## config.mk

```make
export PLATFORM = sky130hd
export DESIGN_NAME = anc_sat_combiner
export DESIGN_NICKNAME = d
export VERILOG_FILES = /design/src/rtl/anc_sat_combiner.sv
export SDC_FILE = /design/constraint.sdc
export NUM_CORES = 1
export LEC_CHECK = 0
export ABC_AREA = 1
export ABC_CLOCK_PERIOD_IN_PS = 3400
export BUFFER_PORTS_ARGS = -buffer_cell sky130_fd_sc_hd__buf_4
export CAP_MARGIN = 25
export CORE_ASPECT_RATIO = 1.2
export CORE_MARGIN = 2
export CORE_UTILIZATION = 43
export DETAILED_ROUTE_END_ITERATION = 8
export PLACE_DENSITY_LB_ADDON = 0.08
export SYNTH_ARGS = -nofsm -noshare
export SYNTH_HDL_FRONTEND = slang
export SYNTH_SLANG_ARGS = --single-unit
```

## constraint.sdc

```tcl
create_clock -name Clk_100M -period 3.4 [get_ports Clk_100M]
set_clock_uncertainty 0.1 [all_clocks]
set_input_delay 0.68 -clock Clk_100M [delete_from_list [all_inputs] [get_ports Clk_100M]]
set_output_delay 0.68 -clock Clk_100M [all_outputs]
set_load 0.01 [all_outputs]
```

## src/rtl/anc_sat_combiner.sv

```systemverilog
// anc_sat_combiner: multi-channel saturating error / anti-noise combiner, one channel per clock.
// Optional ANC_SAT_COUNT_EN compiles in the saturation event counter; otherwise SatCount is 0.
module anc_sat_combiner #(
  parameter int W        = 11,
  parameter int CHANNELS = 2,
  parameter int CNT_W    = 16
) (
  input  logic                  Clk_100M,
  input  logic                  Rst_n,
  input  logic [W*CHANNELS-1:0] FiltIn,
  input  logic [W*CHANNELS-1:0] MicIn,
  input  logic                  FiltComplete,
  output logic [W*CHANNELS-1:0] Err,
  output logic [W*CHANNELS-1:0] ANCAudioOut,
  output logic                  Busy,
  output logic                  Done,
  output logic                  Overrun,
  output logic [CNT_W-1:0]      SatCount
);
  localparam int N = W * CHANNELS;
  localparam int IW = CHANNELS > 1 ? $clog2(CHANNELS) : 1;
  localparam logic [IW-1:0] LAST = IW'(CHANNELS - 1);
  typedef enum logic {IDLE, RUN} state_t;
  state_t state_q, state_d;
  logic [IW-1:0] idx_q, idx_d;
  logic [N-1:0] filt_q, filt_d, mic_q, mic_d, err_q, err_d, anc_q, anc_d;
  logic fc_q, done_q, done_d, ovr_q, ovr_d, start, run, last;
  logic signed [W-1:0] f, m, d_sat, a_sat;
  logic signed [W:0] d_w, a_w;
  // Widen by one bit so the only overflow case is a sign/MSB disagreement
  always_comb begin
    f = filt_q[idx_q*W +: W];
    m = mic_q[idx_q*W +: W];
    d_w = {m[W-1], m} - {f[W-1], f};
    a_w = {(W+1){1'b0}} - {f[W-1], f};
    d_sat = (d_w[W] != d_w[W-1]) ? {d_w[W], {(W-1){~d_w[W]}}} : d_w[W-1:0];
    a_sat = (a_w[W] != a_w[W-1]) ? {a_w[W], {(W-1){~a_w[W]}}} : a_w[W-1:0];
  end
  always_comb begin
    start = FiltComplete & ~fc_q;
    run = state_q == RUN;
    last = idx_q == LAST;
    state_d = state_q;
    idx_d = idx_q;
    filt_d = filt_q;
    mic_d = mic_q;
    err_d = err_q;
    anc_d = anc_q;
    done_d = 1'b0;
    ovr_d = ovr_q | (start & run);
    if (!run && start) begin
      state_d = RUN;
      idx_d = '0;
      filt_d = FiltIn;
      mic_d = MicIn;
    end
    if (run) begin
      err_d[idx_q*W +: W] = d_sat;
      anc_d[idx_q*W +: W] = a_sat;
      idx_d = last ? '0 : idx_q + 1'b1;
      state_d = last ? IDLE : RUN;
      done_d = last;
    end
  end
  always_ff @(posedge Clk_100M or negedge Rst_n) begin
    if (!Rst_n) begin
      state_q <= IDLE;
      idx_q <= '0;
      fc_q <= 1'b0;
      filt_q <= '0;
      mic_q <= '0;
      err_q <= '0;
      anc_q <= '0;
      done_q <= 1'b0;
      ovr_q <= 1'b0;
    end else begin
      state_q <= state_d;
      idx_q <= idx_d;
      fc_q <= FiltComplete;
      filt_q <= filt_d;
      mic_q <= mic_d;
      err_q <= err_d;
      anc_q <= anc_d;
      done_q <= done_d;
      ovr_q <= ovr_d;
    end
  end
`ifdef ANC_SAT_COUNT_EN
  logic [CNT_W-1:0] cnt_q, cnt_d;
  logic sat;
  always_comb begin
    sat = (d_w[W] != d_w[W-1]) | (a_w[W] != a_w[W-1]);
    cnt_d = (run && sat && cnt_q != '1) ? cnt_q + 1'b1 : cnt_q;
  end
  always_ff @(posedge Clk_100M or negedge Rst_n) begin
    if (!Rst_n) cnt_q <= '0;
    else cnt_q <= cnt_d;
  end
  assign SatCount = cnt_q;
`else
  assign SatCount = '0;
`endif
  assign Err = err_q;
  assign ANCAudioOut = anc_q;
  assign Busy = run;
  assign Done = done_q;
  assign Overrun = ovr_q;
endmodule

```

==> impl_metrics.env <==
export IMPL_cts_made_buffers=9
export IMPL_synth_cells=564
export IMPL_ff_latch_area_um2=2330
export IMPL_hold_viol_final=0
export IMPL_path_cells="buf_8 > clkbuf_4 > nand2_2 > nand2_4 > ha_4 > buf_4 > nand3_1 > nand2_1 > nand3_1 > nand3_1 > nand2_1 > and2_1 > ha_4 > buf_4 > inv_1 > o21ai_0 > nand2_1 > a21oi_1"
export IMPL_required_ns=3.56
export IMPL_start_util_pct=44.1
export IMPL_crit_slowest_cell="dfrtp_2"
export IMPL_r2r_cells=18
export IMPL_slew_violations=0
export IMPL_clock_fmax_ghz=0.317
export IMPL_setup_violations=0
export IMPL_multi_input_area_um2=2290
export IMPL_grt_pass1_vias=3804
export IMPL_rr_endpoint="Err[2]$_DFFE_PN0P_"
export IMPL_drt_pass1_iterations=7
export IMPL_nets=729
export IMPL_synth_seq_cells=93
export IMPL_criticalPathCategory="flop to flop"
export IMPL_clockBufferDepth=2
export IMPL_first_iter_violations=198
export IMPL_cp_end_kind="flop"
export IMPL_wl_met2_mm=5.34
export IMPL_synth_cell_type_count=37
export IMPL_vias=3960
export IMPL_path_buf_inv=5
export IMPL_rsz0062_at_grt="no"
export IMPL_critPathMaxStageDelay_ns=0.47
export IMPL_drt_wirelength_per_cell_um=13.8
export IMPL_outcome="finished, final reports clean"
export IMPL_antenna_found_initial=0
export IMPL_rows=42
export IMPL_die_area_um2=12200
export IMPL_period_share_pct=92.9
export IMPL_wl_met1_mm=5.09
export IMPL_grt_pass1_wl_mm=18.0
export IMPL_arrival_ns=3.32
export IMPL_reg2reg_from="idx_q$_DFFE_PN0P_"
export IMPL_syn_area_per_cell_um2=8.63
export IMPL_clock_latency_ns=0.34
export IMPL_async_flop_share_pct=100
export IMPL_setup_tns_ns=0
export IMPL_wl_mm=11.1
export IMPL_worstMarginPinSlew_ns=0.741
export IMPL_place_area_um2=5700
export IMPL_layout_min_cycle_time_ns=3.16
export IMPL_yosysSeqAreaShare_pct=47.8
export IMPL_cts_tree="yes"
export IMPL_nFillCells=1034
export IMPL_final_cells=804
export IMPL_grt_use_total_pct=18.7
export IMPL_design_area_um2=6150
export IMPL_synth_edff_count=0
export IMPL_ff2ff_setup_slack_ns=0.24
export IMPL_drc_errors=0
export IMPL_netlist_area_um2=4860
export IMPL_clockRootBuffer="clkbuf_16"
export IMPL_io_buffers=93
export IMPL_gp_congestion=0.863
export IMPL_core_area_um2=11000
export IMPL_die_x_um=101
export IMPL_area_delta_synth_final_pct=26.4
export IMPL_met3WireLength_um=520
export IMPL_slew_headroom_pct=50.5
export IMPL_cts_sinks=93
export IMPL_grt_start_max_net_pins=49
export IMPL_hp_class="input pin to async pin"
export IMPL_grt_ovfl_total=0
export IMPL_hold_buffers=0
export IMPL_crit_family="simple AND/OR/NAND/NOR gates"
export IMPL_critical_path_depth=18
export IMPL_cp_start_kind="flop"
export IMPL_holdWs_ns=0.237
export IMPL_htree_num_levels=3
export IMPL_hpwl_mm=8.39
export IMPL_antenna_cells=0
export IMPL_cap_violations=0
export IMPL_clk_pin_slew_worst_paths_ns=0.06
export IMPL_top_layer="met4"
export IMPL_ios=110
export IMPL_synth_warnings=0
export IMPL_fp_dieH_um=121
export IMPL_synthFlopType="dfrtp_1"
export IMPL_drtAntennaViolNets=0
export IMPL_critPathMaxFanout=8
export IMPL_dp_cells=783
export IMPL_vias_per_cell=4.93
export IMPL_drive_above_1_share_pct=29.5
cells by family (layout without fill, tap and decap cells):
group / Yosys count / in the layout / synth area share (%)
AO/OA/AOI/OAI: 85 / 85 / 9.21
XOR/XNOR: 7 / 7 / 1.26
adder cells (fa/ha/maj): 15 / 15 / 4.01
buffers and inverters: 82 / 175 / 8.15
flip-flops: 93 / 93 / 47.8
multiplexers: 29 / 29 / 6.69
other: 1 / 16 / 0.0771
AND/OR/NAND/NOR: 252 / 252 / 22.8
worst register-to-register path: cells and delay by family (launching register included):
family / cells / cell delay, ns
buffers and inverters: 5 / 0.64
adders and majority gates: 2 / 0.58
AOI/OAI and AO/OA: 2 / 0.24
and+or+nand+nor: 9 / 1.05
DFF: 1 / 0.47
layer usage:
metal,GRT usage (%),vias to the layer above
met4,6.84,0
met2,30.5,117
li1,-,1987
met3,2.49,17
met1,25.5,1839
met5,0,-
what timing repair did:
item,in CTS,in global routing
setup endpoints to repair,0,20
setup buffers,0,4
resized for setup,0,17
state kept, by name, summed over array words and instances, names as in the netlist:
register     flops
ANCAudioOut     22
Err             22
filt_q          22
mic_q           22
Busy             1
Done             1
Overrun          1
fc_q             1
idx_q            1
cell usage in the layout, fill, tap and decap left out, drive strengths merged, types with 2 or more instances in the layout:
cell type    n
bufinv       2
xnor2        2
buf        111
xor2         5
nand3       29
o21ai       19
o21bai       2
mux2        28
nand2      142
nor2        75
conb        16
clkbuf      13
a21oi       63
inv         44
ha          14
dfrtp       93
clkinv       5
nand4        3
per-stage QoR:
stage	utilization (%)	worst slack, ns
5_1_grt	55.7	0.00964
3_5_place_dp	51.6	0.153
4_1_cts	54.6	0.134
2_1_floorplan	-	0.232
6_report	55.7	0.242
3_3_place_gp	51.6	0.229
synthesized netlist by cell type, types with 3 or more instances:
| library cell | count | share of area, % |
|---|---|---|
| xor2_1 | 5 | 0.90 |
| nor2_1 | 70 | 5.4 |
| mux2_2 | 28 | 6.5 |
| nand2_4 | 3 | 0.69 |
| nand2_1 | 131 | 10 |
| inv_1 | 39 | 3.0 |
| nand4_1 | 3 | 0.39 |
| a21oi_1 | 63 | 6.5 |
| inv_2 | 5 | 0.39 |
| buf_4 | 16 | 2.5 |
| o21ai_0 | 16 | 1.6 |
| ha_1 | 14 | 3.6 |
| nand2_2 | 8 | 1.0 |
| dfrtp_1 | 93 | 48 |
| nand3_1 | 26 | 2.7 |
| clkbuf_1 | 17 | 1.3 |
layout make-up:
cell class	count	area share [%]
Clock buffer	12	4.17
Clock inverter	4	1.14
Inverter	46	2.89
Multi-Input combinational cell	404	37.2
Sequential cell	93	37.9
Tap cell	132	2.69
Timing Repair Buffer	112	14.0
Timing Repair inverter	1	0.0814
worst max path at each step:
stage,from,endpoint,slack [ns]
detailed placement,idx_q$_DFFE_PN0P_,Err[2]$_DFFE_PN0P_,0.15
floorplan,idx_q$_DFFE_PN0P_,Err[12]$_DFFE_PN0P_,0.23
CTS,idx_q$_DFFE_PN0P_,Err[2]$_DFFE_PN0P_,0.13
global route,idx_q$_DFFE_PN0P_,Err[20]$_DFFE_PN0P_,0.01
finish,idx_q$_DFFE_PN0P_,Err[2]$_DFFE_PN0P_,0.24
global placement,idx_q$_DFFE_PN0P_,Err[6]$_DFFE_PN0P_,0.23
Power is left out: the tool's default activity adds up to more than one toggle a clock period on the data nets, which glitch-free logic cannot reach.
